File: src/rtl/w5300_bus_arbiter.sv
`default_nettype none
// ============================================================================
// w5300_bus_arbiter : round-robin owner of the W5300 bus engine, whole-transaction grants
// Rev 1.0
// ============================================================================
module w5300_bus_arbiter #(
   parameter int         NUM_CLIENTS    = 4,
   parameter logic [9:0] IDLE_ADDR      = 10'h3fe,
   parameter int         TIMEOUT_CYCLES = 4096
) (
   input  logic                      clk,
   input  logic                      rst_n,
   input  logic [NUM_CLIENTS-1:0]    req,
   input  logic [NUM_CLIENTS*10-1:0] cl_addr,
   input  logic [NUM_CLIENTS*16-1:0] cl_wr_data,
   output logic [NUM_CLIENTS-1:0]    gnt,
   output logic [NUM_CLIENTS-1:0]    cl_op_state,
   output logic [9:0]                bus_addr,
   output logic [15:0]               bus_wr_data,
   output logic                      bus_valid,
   input  logic                      op_state,
   input  logic                      bus_busy,
   output logic                      err_timeout
);

   localparam int PTR_W = (NUM_CLIENTS > 1) ? $clog2(NUM_CLIENTS) : 1;
   localparam int WD_W  = (TIMEOUT_CYCLES > 0) ? $clog2(TIMEOUT_CYCLES + 1) : 1;

   localparam logic [1:0] S_IDLE  = 2'd0;
   localparam logic [1:0] S_GRANT = 2'd1;
   localparam logic [1:0] S_DRAIN = 2'd2;

   logic [1:0]             state_q, state_d;
   logic [PTR_W-1:0]       ptr_q, ptr_d;
   logic [PTR_W-1:0]       sel_q, sel_d;
   logic [NUM_CLIENTS-1:0] gnt_q, gnt_d;
   logic [NUM_CLIENTS-1:0] blk_q, blk_d;
   logic [WD_W-1:0]        wd_q, wd_d;

   logic [NUM_CLIENTS-1:0] eligible;
   logic                   win_found;
   logic [PTR_W-1:0]       win_idx;
   logic                   wd_hit;

   // A client revoked by the watchdog stays blocked until its req is seen low.
   assign eligible = req & ~blk_q;

   // Descending scan so the smallest offset from ptr is the last (winning) write.
   always_comb begin
      win_found = 1'b0;
      win_idx   = '0;
      for (int k = NUM_CLIENTS - 1; k >= 0; k--) begin
         if (eligible[(int'(ptr_q) + k) % NUM_CLIENTS]) begin
            win_found = 1'b1;
            win_idx   = PTR_W'((int'(ptr_q) + k) % NUM_CLIENTS);
         end
      end
   end

   generate
      if (TIMEOUT_CYCLES > 0) begin : g_wd
         assign wd_hit = (state_q == S_GRANT) && req[sel_q] && !op_state &&
                         (wd_q == WD_W'(TIMEOUT_CYCLES - 1));
      end else begin : g_no_wd
         assign wd_hit = 1'b0;
      end
   endgenerate

   always_comb begin
      state_d = state_q;
      ptr_d   = ptr_q;
      sel_d   = sel_q;
      gnt_d   = gnt_q;
      wd_d    = wd_q;
      blk_d   = blk_q & req;
      case (state_q)
         S_IDLE: begin
            if (win_found) begin
               state_d = S_GRANT;
               sel_d   = win_idx;
               gnt_d   = NUM_CLIENTS'(1) << win_idx;
               ptr_d   = PTR_W'((int'(win_idx) + 1) % NUM_CLIENTS);
               wd_d    = '0;
            end
         end
         S_GRANT: begin
            if (!req[sel_q] || wd_hit) begin
               gnt_d   = '0;
               state_d = bus_busy ? S_DRAIN : S_IDLE;
               if (wd_hit) begin
                  blk_d[sel_q] = 1'b1;
               end
            end else if (op_state) begin
               wd_d = '0;
            end else begin
               wd_d = wd_q + 1'b1;
            end
         end
         S_DRAIN: begin
            if (!bus_busy) begin
               state_d = S_IDLE;
            end
         end
         default: begin
            state_d = S_IDLE;
            gnt_d   = '0;
         end
      endcase
   end

   always_ff @(posedge clk or negedge rst_n) begin
      if (!rst_n) begin
         state_q <= S_IDLE;
         ptr_q   <= '0;
         sel_q   <= '0;
         gnt_q   <= '0;
         blk_q   <= '0;
         wd_q    <= '0;
      end else begin
         state_q <= state_d;
         ptr_q   <= ptr_d;
         sel_q   <= sel_d;
         gnt_q   <= gnt_d;
         blk_q   <= blk_d;
         wd_q    <= wd_d;
      end
   end

   // In Drain the mux keeps the last owner so the in-flight access word is stable.
   always_comb begin
      bus_addr    = IDLE_ADDR;
      bus_wr_data = '0;
      if (state_q != S_IDLE) begin
         bus_addr    = cl_addr[int'(sel_q) * 10 +: 10];
         bus_wr_data = cl_wr_data[int'(sel_q) * 16 +: 16];
      end
   end

   assign bus_valid   = (state_q == S_GRANT);
   assign gnt         = gnt_q;
   assign cl_op_state = gnt_q & {NUM_CLIENTS{op_state & bus_valid}};
   assign err_timeout = wd_hit;

endmodule
`default_nettype wire

File: config.mk
export PLATFORM = sky130hd
export DESIGN_NAME = w5300_bus_arbiter
export DESIGN_NICKNAME = d
export VERILOG_FILES = /design/src/rtl/w5300_bus_arbiter.sv
export SDC_FILE = /design/constraint.sdc
export NUM_CORES = 1
export LEC_CHECK = 0
export CORE_UTILIZATION = 40
export CTS_CLUSTER_SIZE = 12
export DETAILED_ROUTE_END_ITERATION = 10
export HOLD_SLACK_MARGIN = 0.05
export PLACE_DENSITY_LB_ADDON = 0.1
export SLEW_MARGIN = 10
export SYNTH_ARGS = -nofsm -noshare
export SYNTH_HDL_FRONTEND = slang
export SYNTH_SLANG_ARGS = --single-unit
File: constraint.sdc
create_clock -name clk -period 5 [get_ports clk]
set_input_delay 1.5 -clock clk [delete_from_list [all_inputs] [get_ports clk]]
set_output_delay 1.5 -clock clk [all_outputs]
set_load 0.02 [all_outputs]
# After elaboration in Yosys (flattened, before gate mapping)

Cells that the tools add are included.

Register bits after elaboration: 27
Latch bits: 0
RAM bits: 0
Memory bits (read-only): 0
Input port bits: 112
Output and inout bits: 36
Word-level logic and storage cells: 95
Memories: 0

$add $sub $neg: 5
$mul: 1
Divide/modulo/power cells: 0
Magnitude comparators: 6
Eq/ne operators: 7
Shifts and indexed selects: 3
Mux-type cells: 40
Bitwise gates (word level): 10
Reductions and logical operators: 17

Operators by type and width:

| cell                                                                    | number |
|---|---|
| 64-bit by 7-bit variable part select with 16-bit output                 | 1 |
| 40-bit by 7-bit variable part select with 10-bit output                 | 1 |
| 13-bit 2-to-1 mux                                                       | 3 |
| 13-bit one-hot mux with 2 select lines                                  | 1 |
| 4-bit 2-to-1 mux                                                        | 5 |
| 16-bit 2-to-1 mux                                                       | 1 |
| 2-bit 2-to-1 mux                                                        | 8 |
| 13-bit by 1-bit adder with 13-bit output, second input constant         | 1 |
| 13-bit by 12-bit equality test with 1-bit output, second input constant | 1 |
| 1-bit 2-to-1 mux                                                        | 13 |
| 4-bit bitwise AND                                                       | 3 |
| 3-bit by 4-bit < comparator with 1-bit output, second input constant    | 3 |
| 4-bit one-hot mux with 3 select lines                                   | 1 |
| 1-bit binary-select mux with 2-bit select                               | 5 |
| 10-bit 2-to-1 mux                                                       | 1 |
| 3-bit AND reduction                                                     | 3 |
| 2-bit by 3-bit < comparator with 1-bit output, second input constant    | 2 |
| 2-bit != test, second input constant                                    | 3 |
| 2-bit one-hot mux with 3 select lines                                   | 1 |
| 2-bit OR reduction                                                      | 3 |
| 2-bit by 3-bit multiplier with 5-bit output, second input constant      | 1 |
| 2-bit by 1-bit adder with 2-bit output, second input constant           | 2 |
| 2-bit adder, second input constant                                      | 2 |
| 1-bit logical AND                                                       | 4 |
| other kinds (16)                                                        | 20 |

# Logic depth before layout (Yosys ltp)

Word-level depth: 13
Mapped depth: 8
Depth with buffers taken out: 6

# Least setup slack after synthesis

No wires, ideal clock.

Path type: in2out
Start point: input port op_state
End point: output port err_timeout
Data arrival time: 2295 ps
Data required time: 3500 ps
Path slack: 1205 ps
Cell stages on the path: 3
Buffers on the path: 0
Cell sequence: nor3b_1 > nand2_1 > nor2_1

Longest elaborated chain between the ends: 3

RTL lines:

| item                            | line | RTL |
|---|---|---|
| start, declared                 | 21   | `input logic op_state,` |
| 1-bit zero test                 | 62   | `assign wd_hit = (state_q == S_GRANT) && req[sel_q] && !op_state &&` |
| 1-bit logical AND (2 in series) | 62   |  |
| end, declared                   | 23   | `output logic err_timeout` |

No other way between the ends.

# Final worst setup path

Start point: input port req[0]
End point: output port err_timeout

Longest elaborated chain between the ends: 5

RTL lines:

| item                                      | line | RTL |
|---|---|---|
| start, declared                           | 13   | `input logic [NUM_CLIENTS-1:0] req,` |
| 1-bit binary-select mux with 2-bit select | 62   |  |
| 1-bit 2-to-1 mux (implied by the code)    | 62   |  |
| 1-bit logical AND (3 in series)           | 62   |  |

No other way between the ends. The select of a mux whose other input is x is not followed.

==> flow_metrics.tcl <==
set metrics [dict create \
    synth_fp_nets 333 \
    path_cells "clkdlybuf4s50_1 > mux4_2 > nand2_1 > nor2_1 > clkdlybuf4s50_1" \
    reg2reg_depth 7 \
    final_nets 474 \
    grtUsageTotal_pct 25.3 \
    seqCellArea_sq_um 677 \
    ys.flop_type "dfrtp_1" \
    clk_pin_slew_ns 0.09 \
    critPathLaunchType "input pin" \
    multiInputGateArea_sq_um 1510 \
    p_leak_nw 1.48 \
    finalCriticalPeriod_ns 4.71 \
    hold_class "flip-flop to flip-flop" \
    synth_edf_count 0 \
    core_area_sq_um 5510 \
    required_ns 3.50 \
    numCtsBuffers 3 \
    place_area_sq_um 3800 \
    yosysWarnings 0 \
    die_x_um 77.5 \
    fill_cells 415 \
    hold_viol_final 0 \
    min_period_over_period_pct 94.2 \
    drc_errors 0 \
    drive_gt1_share_pct 15.0 \
    ff2ff_setup_slack_ns 2.59 \
    regToRegStartpoint "sel_q[0]" \
    cts_max_level 1 \
    grt_pass1_wl_um 11900 \
    cts_tree "done" \
    async_flop_share_pct 100 \
    seq_area_frac_synth_pct 29.6 \
    synth_cell_type_count 46 \
    r2r_end "wd_q[9]" \
    min_to "blk_q[0]" \
    hold_path_depth 1 \
    final_cell_mix "147 x clkdlybuf4s50_1, 27 x mux4_2, 26 x dfrtp_1" \
    drtPass1Iterations 4 \
    drtIter0Drc 68 \
    diodes 0 \
    critPathKind "input pin to primary output" \
    area_growth_pct 68.4 \
    final_common_cell "clkdlybuf4s50_1" \
    maxUsedRoutingLayer "met4" \
    cts_sinks 27 \
    cts_max_path_buffers 2 \
    grt_max_degree 28 \
    cpMostUsedCell "clkdlybuf4s50_1" \
    finalSetupViolations 0 \
    ys_ff_latch 27 \
    cts_setup_buffers 0 \
    netlist_instances 220 \
    endpoint_kind "primary output" \
    finalMaxSlewViolations 0 \
    cpPeakStageDelay_ns 0.63 \
    die_y_um 77.5 \
    port_buffers 147 \
    maxSlewHeadroom_pct 60.1 \
    netlist_area_sq_um 2280 \
    drt-total-wl_um 7620 \
    maxCapViolCount 0 \
    status "finished, final reports clean" \
    antenna_found_initial 0 \
    clk_latency_ns 0.27 \
    cp_max_fo 4 \
    hpwl_um 6140 \
    row_count 27 \
    max_freq_mhz 212 \
    rsz0062_at_grt "no" \
    wire_per_inst_um 17.6 \
    grt_overflow 0 \
    gp_congestion 0.815 \
    grt_pass1_vias 2324 \
    design_area_sq_um 3840 \
    met2_length_um 3900 \
    ir_drop_mv 0.249 \
    route.vias.total 2299 \
    finClkSkew_ns 0.00418 \
    route.met3.wl_um 493 \
    initial_core_util_pct 41.4 \
    p_total_mw 1.69 \
    hold_start "blk_q[0]" \
    cts.repair.resized 0 \
    syn_avg_cell_area_sq_um 10.4 \
    via_per_inst 5.32 \
    hold_ws_ns 0.497 \
    cpMaxStageDelayCell "clkdlybuf4s50_1" \
    power.density_nw_per_um2 441 \
    die_area_sq_um 6010 \
    io_pins 148 \
    ant_nets 0 \
    arrival_ns 3.21 \
    fin_setup_tns_ns 0 \
    cts_hold_buf 0 \
    cts_root_buf "clkbuf_8" \
    wl_met1_um 3170 \
    worstMarginPinSlew_ns 0.595 \
]
flip-flops by register name, summed over array words and instances, names as in the netlist:
signal / count
state_q: 2
blk_q: 4
sel_q: 2
wd_q: 13
gnt: 4
ptr_q: 2
worst max-delay path: cells and delay by family:
kind / cells / cell delay (ns)
mux: 1 / 0.29
simple gates: 2 / 0.25
buf+inv: 2 / 1.16
how the worst max path moves through the flow:
stage           startpoint     endpoint  slack, ns  depth (start not counted)
2_1_floorplan     op_state  err_timeout       1.21                          3
3_3_place_gp   cl_addr[34]  bus_addr[4]       0.31                          4
3_5_place_dp   cl_addr[34]  bus_addr[4]       0.30                          4
4_1_cts             req[0]  err_timeout       0.30                          5
5_1_grt             req[2]  err_timeout       0.23                          5
6_report            req[0]  err_timeout       0.29                          5
power breakdown:
| group | switching, mW | internal (mW) |
|---|---|---|
| registers | 0.0864 | 0.260 |
| logic | 0.564 | 0.662 |
| clock network | 0.0645 | 0.0557 |
logic make-up after synthesis:
family                   count (synthesis)  synth area share (%)
buffers and inverters                   19                  4.39
flip-flops                              27                  29.6
AO/OA/AOI/OAI                           49                  14.6
XOR/XNOR                                 1                 0.384
AND/OR/NAND/NOR                         96                  23.8
adder cells (fa/ha/maj)                  1                 0.548
multiplexers                            27                  26.6
per-layer routing:
metal  up-vias  global-route usage [%]
met2        77                    44.5
met1      1089                    32.2
met4         0                    4.91
li1       1127                       -
met3         6                    5.18
met5         -                       0
Yosys cell counts, types with 3 or more instances:
cell      instances  area (sq um)
a41oi_1           4          35.0
nand2_1          24          90.1
and2_1           18           113
nor2_1            7          26.3
o22ai_1           3          18.8
dfrtp_1          27           676
clkbuf_1          9          33.8
mux4_2           27           608
and3_1            6          37.5
nor2b_1           4          25.0
a31oi_1          10          62.6
nand2b_1          6          37.5
nand4_1           3          18.8
o21ai_0           9          45.0
nand3_1           5          25.0
buf_6             3          33.8
a21oi_1           7          35.0
buf_2             5          25.0
or2_2            11          68.8
area by class of cell:
class                           instances  area share [%]
Tap cell                               72            2.34
Multi-Input combinational cell        174            39.2
Inverter                                2           0.195
Clock buffer                            3            1.07
Sequential cell                        27            17.6
Clock inverter                          1           0.130
Timing Repair Buffer                  153            39.5
metrics by stage:
stage          utilization [%]  setup WS, ns  instances
3_5_place_dp              69.0         0.299        428
6_report                  69.8         0.290        432
3_3_place_gp              69.0         0.306        428
2_1_floorplan                -          1.21        220
5_1_grt                   69.8         0.230        432
4_1_cts                   69.8         0.296        432
Power figures use the tool's default switching activity.
==> variant 1: new RTL, config.mk and constraints unchanged <==
Set the parameter `NUM_CLIENTS` to 8 (it was 4).
--- a/src/rtl/w5300_bus_arbiter.sv
+++ b/src/rtl/w5300_bus_arbiter.sv
@@ -5,5 +5,5 @@
 // ============================================================================
 module w5300_bus_arbiter #(
-   parameter int         NUM_CLIENTS    = 4,
+   parameter int         NUM_CLIENTS    = 8,
    parameter logic [9:0] IDLE_ADDR      = 10'h3fe,
    parameter int         TIMEOUT_CYCLES = 4096
Interface: changed (5 resized); port bits go from 148 to 264. No check against the original RTL was run, so the function may have changed too.
==> variant 1 against the unedited design <==
  * Non-clock buffer count up 130
  * Cell area is 97% higher
  * Die area rose by 98%
  * Power is 140% higher
  * Critical endpoint unchanged
  * Clock power up 150%
  * Sequential power grew 67%
  * Critical path depth rose by 1
  * Largest cell class is now multi-input combinational cells
  * Sequential cell count increased by 10
  * Setup slack got worse by 0.22 ns
  * Routed wire length rose by 140%
  * Clock skew about the same
  * Synthesized area rose by 100%
  * Worst hold slack worse by 0.0031 ns
==> variant 1: results <==
set metrics [dict create \
    hpwl_um 14920 \
    port_buffers 263 \
    wire_per_inst_um 21.31 \
    synth_fp_nets 673 \
    power_mw 4.119 \
    grt_usage 0.3083 \
    drt-initial-drc-count 481 \
    min_from "blk_q[5]" \
    antenna_found_initial 2 \
    htreeDepth 2 \
    cts_root_buf "clkbuf_16" \
    grt_max_degree 38 \
    synth_fa_ha_area_frac 0.02452 \
    max_slew_margin 0.3975 \
    synth_top_cells_by_area "mux4_2, dfrtp_1, mux2i_1" \
    nets 930 \
    p_switching_mw 1.935 \
    synth_compound_area_frac 0.1269 \
    hold_end "blk_q[5]" \
    timing.hold.ws_ns 0.4938 \
    grt_pass1_vias 4822 \
    vdd_ir_drop_max_mv 0.3460 \
    synthMuxAreaShare 0.4269 \
    place_congestion 1.052 \
    hold_depth 2 \
    r2r-end "ptr_q[2]" \
    place_area_mm2 0.007430 \
    fin_skew_ns 0.003872 \
    finalNonFillerCells 843 \
    p_leak_nw 2.942 \
    ys_top_cells_by_count "mux4_2, nand2_1, dfrtp_1" \
    grt_pass1_wl_um 27050 \
    startpoint "req[1]" \
    critical_path_arrival_ns 3.43 \
    place_ws_ns 0.08876 \
    clkTransAtPathRegs_ns 0.05 \
    cts_buffers 5 \
    status "finished, final reports clean" \
    drtPass1Iterations 5 \
]
==> variant 1: changes by cell type after synthesis, sizes merged, moves of 10 or more <==
cell,delta
o31ai,+10
nor2,+25
dfrtp,+10
mux2i,+35
mux4,+43
inv,+11
nand2,+27
nand2b,+12
and2,-17
o21ai,+25
==> variant 1: metal layers <==
metal  global-route usage  part of all wire  up-vias
li1                     -                 -     2256
met1               0.3969              0.40     2364
met2               0.5171              0.50      220
met3              0.08010             0.077       25
met4              0.07046             0.018        2
met5                    0           0.00067        -
==> variant 1: cell type report <==
type | instances | area share
diodes | 1 | 0.0003305
clock buffers | 6 | 0.01702
inverters | 13 | 0.006776
well taps | 140 | 0.02314
repair buffers | 283 | 0.3692
multi-input cells | 361 | 0.4594
clock inverters | 2 | 0.001322
flip-flops and latches | 37 | 0.1228
==> variant 1: worst max path at each step <==
| stage | endpoint | slack (ns) |
|---|---|---|
| 6_report | err_timeout | 0.07 |
| 5_1_grt | err_timeout | 0.003 |
| 4_1_cts | err_timeout | 0.07 |
| 3_5_place_dp | err_timeout | 0.09 |
| 3_3_place_gp | err_timeout | 0.15 |
| 2_1_floorplan | err_timeout | 0.84 |
==> variant 1: worst max-delay path, stage by stage <==
cell	delay (ns)
clkdlybuf4s50_1	0.53
mux4_2	0.26
mux2i_1	0.09
nor4b_1	0.26
buf_4	0.17
clkdlybuf4s50_1	0.61
==> variant 1: power groups by stage <==
stage | registers, mW | logic (mW) | clock network, mW
detailed placement | 0.588 | 3.22 | 0
floorplan | 0.437 | 2.27 | 0
CTS | 0.581 | 3.24 | 0.303
global route | 0.607 | 3.50 | 0.315
global placement | 0.584 | 3.19 | 0
finish | 0.581 | 3.24 | 0.297
==> variant 2: new RTL, config.mk and constraints unchanged <==
Made on the original files. Take the reset off `wd_q` and load it in a clocked block of its own.
--- a/src/rtl/w5300_bus_arbiter.sv
+++ b/src/rtl/w5300_bus_arbiter.sv
@@ -116,5 +116,4 @@
          gnt_q   <= '0;
          blk_q   <= '0;
-         wd_q    <= '0;
       end else begin
          state_q <= state_d;
@@ -123,6 +122,9 @@
          gnt_q   <= gnt_d;
          blk_q   <= blk_d;
-         wd_q    <= wd_d;
       end
+   end
+
+   always_ff @(posedge clk) begin
+      wd_q <= wd_d;
    end
 
Behaviour: no difference found for any inputs over 4 cycles, from zero or initial values and one cycle with rst_n low; that may be too few to reach the edited logic, so the function may still have changed.
==> variant 2 against the unedited design <==
  * Routed wire length down 4.5%
  * Cell count down 3.5%
  * Critical endpoint unchanged
  * Synthesized area down 0.82%
  * Die area down 0.80%
  * Setup slack worse by 0.052 ns
  * Sequential cell count unchanged
  * Sequential share of layout area up 1.6 points
  * Critical path type unchanged
  * Highest routed layer unchanged
  * Power up 10%
  * Cell area up 0.62%
  * Global-route usage down 0.38 points
  * Critical path depth unchanged
  * Count of clock-buffer cells in the layout unchanged
==> variant 2: results <==
set metrics [dict create \
    ys_top_cells_by_count "mux4_2, nor2b_1, dfrtp_1, nand2_1" \
    r2r-end "wd_q[5]" \
    critical_path_arrival_ns 3.26 \
    nets 459 \
    vias_per_cell 5.240 \
    wire_per_inst_um 17.43 \
    place_congestion 0.7952 \
    yosysSeqAreaShare 0.3273 \
    synthMuxAreaShare 0.2687 \
    synth.avg_cell_area_um2 11.43 \
    grt_pass1_wl_um 11470 \
    critical-path-max-stage-delay_ns 0.65 \
    hpwl_um 6036 \
    synthArstFlopShare 0.5185 \
    drive_gt1_frac 0.1449 \
    status "finished, final reports clean" \
    r2r_cells 4 \
    synthXorXnorAreaFrac 0.04256 \
    vdd_ir_drop_max_mv 0.3258 \
    crit_fanout 5 \
    grt_max_degree 26 \
    synth_compound_area_frac 0.09011 \
    reg2reg_slack_ns 2.93 \
    p_leak_nw 1.422 \
    dr_total_vias 2185 \
    grt_pass1_vias 2149 \
    synth_cell_types 41 \
    fin_skew_ns 0.008110 \
]
-- variant 2: cell types whose count changed after synthesis, moves of 6 or more --
cell | unedited run | this run
and2_1 | 18 | 0
nor2b_1 | 4 | 22
dfrtp_1 | 27 | 14
edfxtp_1 | 0 | 13
or2_2 | 11 | 0
a31oi_1 | 10 | 0
nand2_1 | 24 | 14
or2_1 | 0 | 10
xor2_1 | 0 | 9
nor2_1 | 7 | 13
-- variant 2: worst min path at each step --
stage | from | endpoint | slack, ns
final | gnt[3] | gnt[3] | 0.53
after global routing | gnt[3] | gnt[3] | 0.56
after CTS | gnt[3] | gnt[3] | 0.53
after detailed placement | gnt[3] | gnt[3] | 0.51
after global placement | gnt[1] | gnt[1] | 0.50
after floorplan | blk_q[1] | blk_q[1] | 0.47
-- variant 2: report_power, final --
part	internal (mW)	leakage (nW)	switching, mW
clock	0.0557	0.0255	0.0636
sequential	0.350	0.315	0.127
combinational	0.685	1.08	0.587
-- variant 2: per-layer routing --
metal	vias to the layer above	GRT usage	share of wire
met5	-	0	0
met4	0	0.04151	0.011
met3	9	0.03929	0.063
met2	85	0.4283	0.50
met1	1055	0.3354	0.43
li1	1036	-	-
-- variant 2: metrics by stage --
step	total power [mW]	utilization	setup WS, ns	hold WS (ns)
2_1_floorplan	1.248	-	1.173	0.4661
3_3_place_gp	1.747	0.6982	0.2629	0.5042
3_5_place_dp	1.761	0.6982	0.2391	0.5056
4_1_cts	1.881	0.7067	0.2391	0.5350
5_1_grt	1.995	0.7067	0.1441	0.5556
6_report	1.868	0.7067	0.2375	0.5294
-- variant 2: area by class of cell --
type	instances	area [um2]
timing repair buffer	153	1516
inverter	7	26.28
tap	72	90.09
multi-input combinational	154	1446
clock inverter	1	5.005
sequential	27	742.0
clock buffer	3	41.29
fill	410	1605
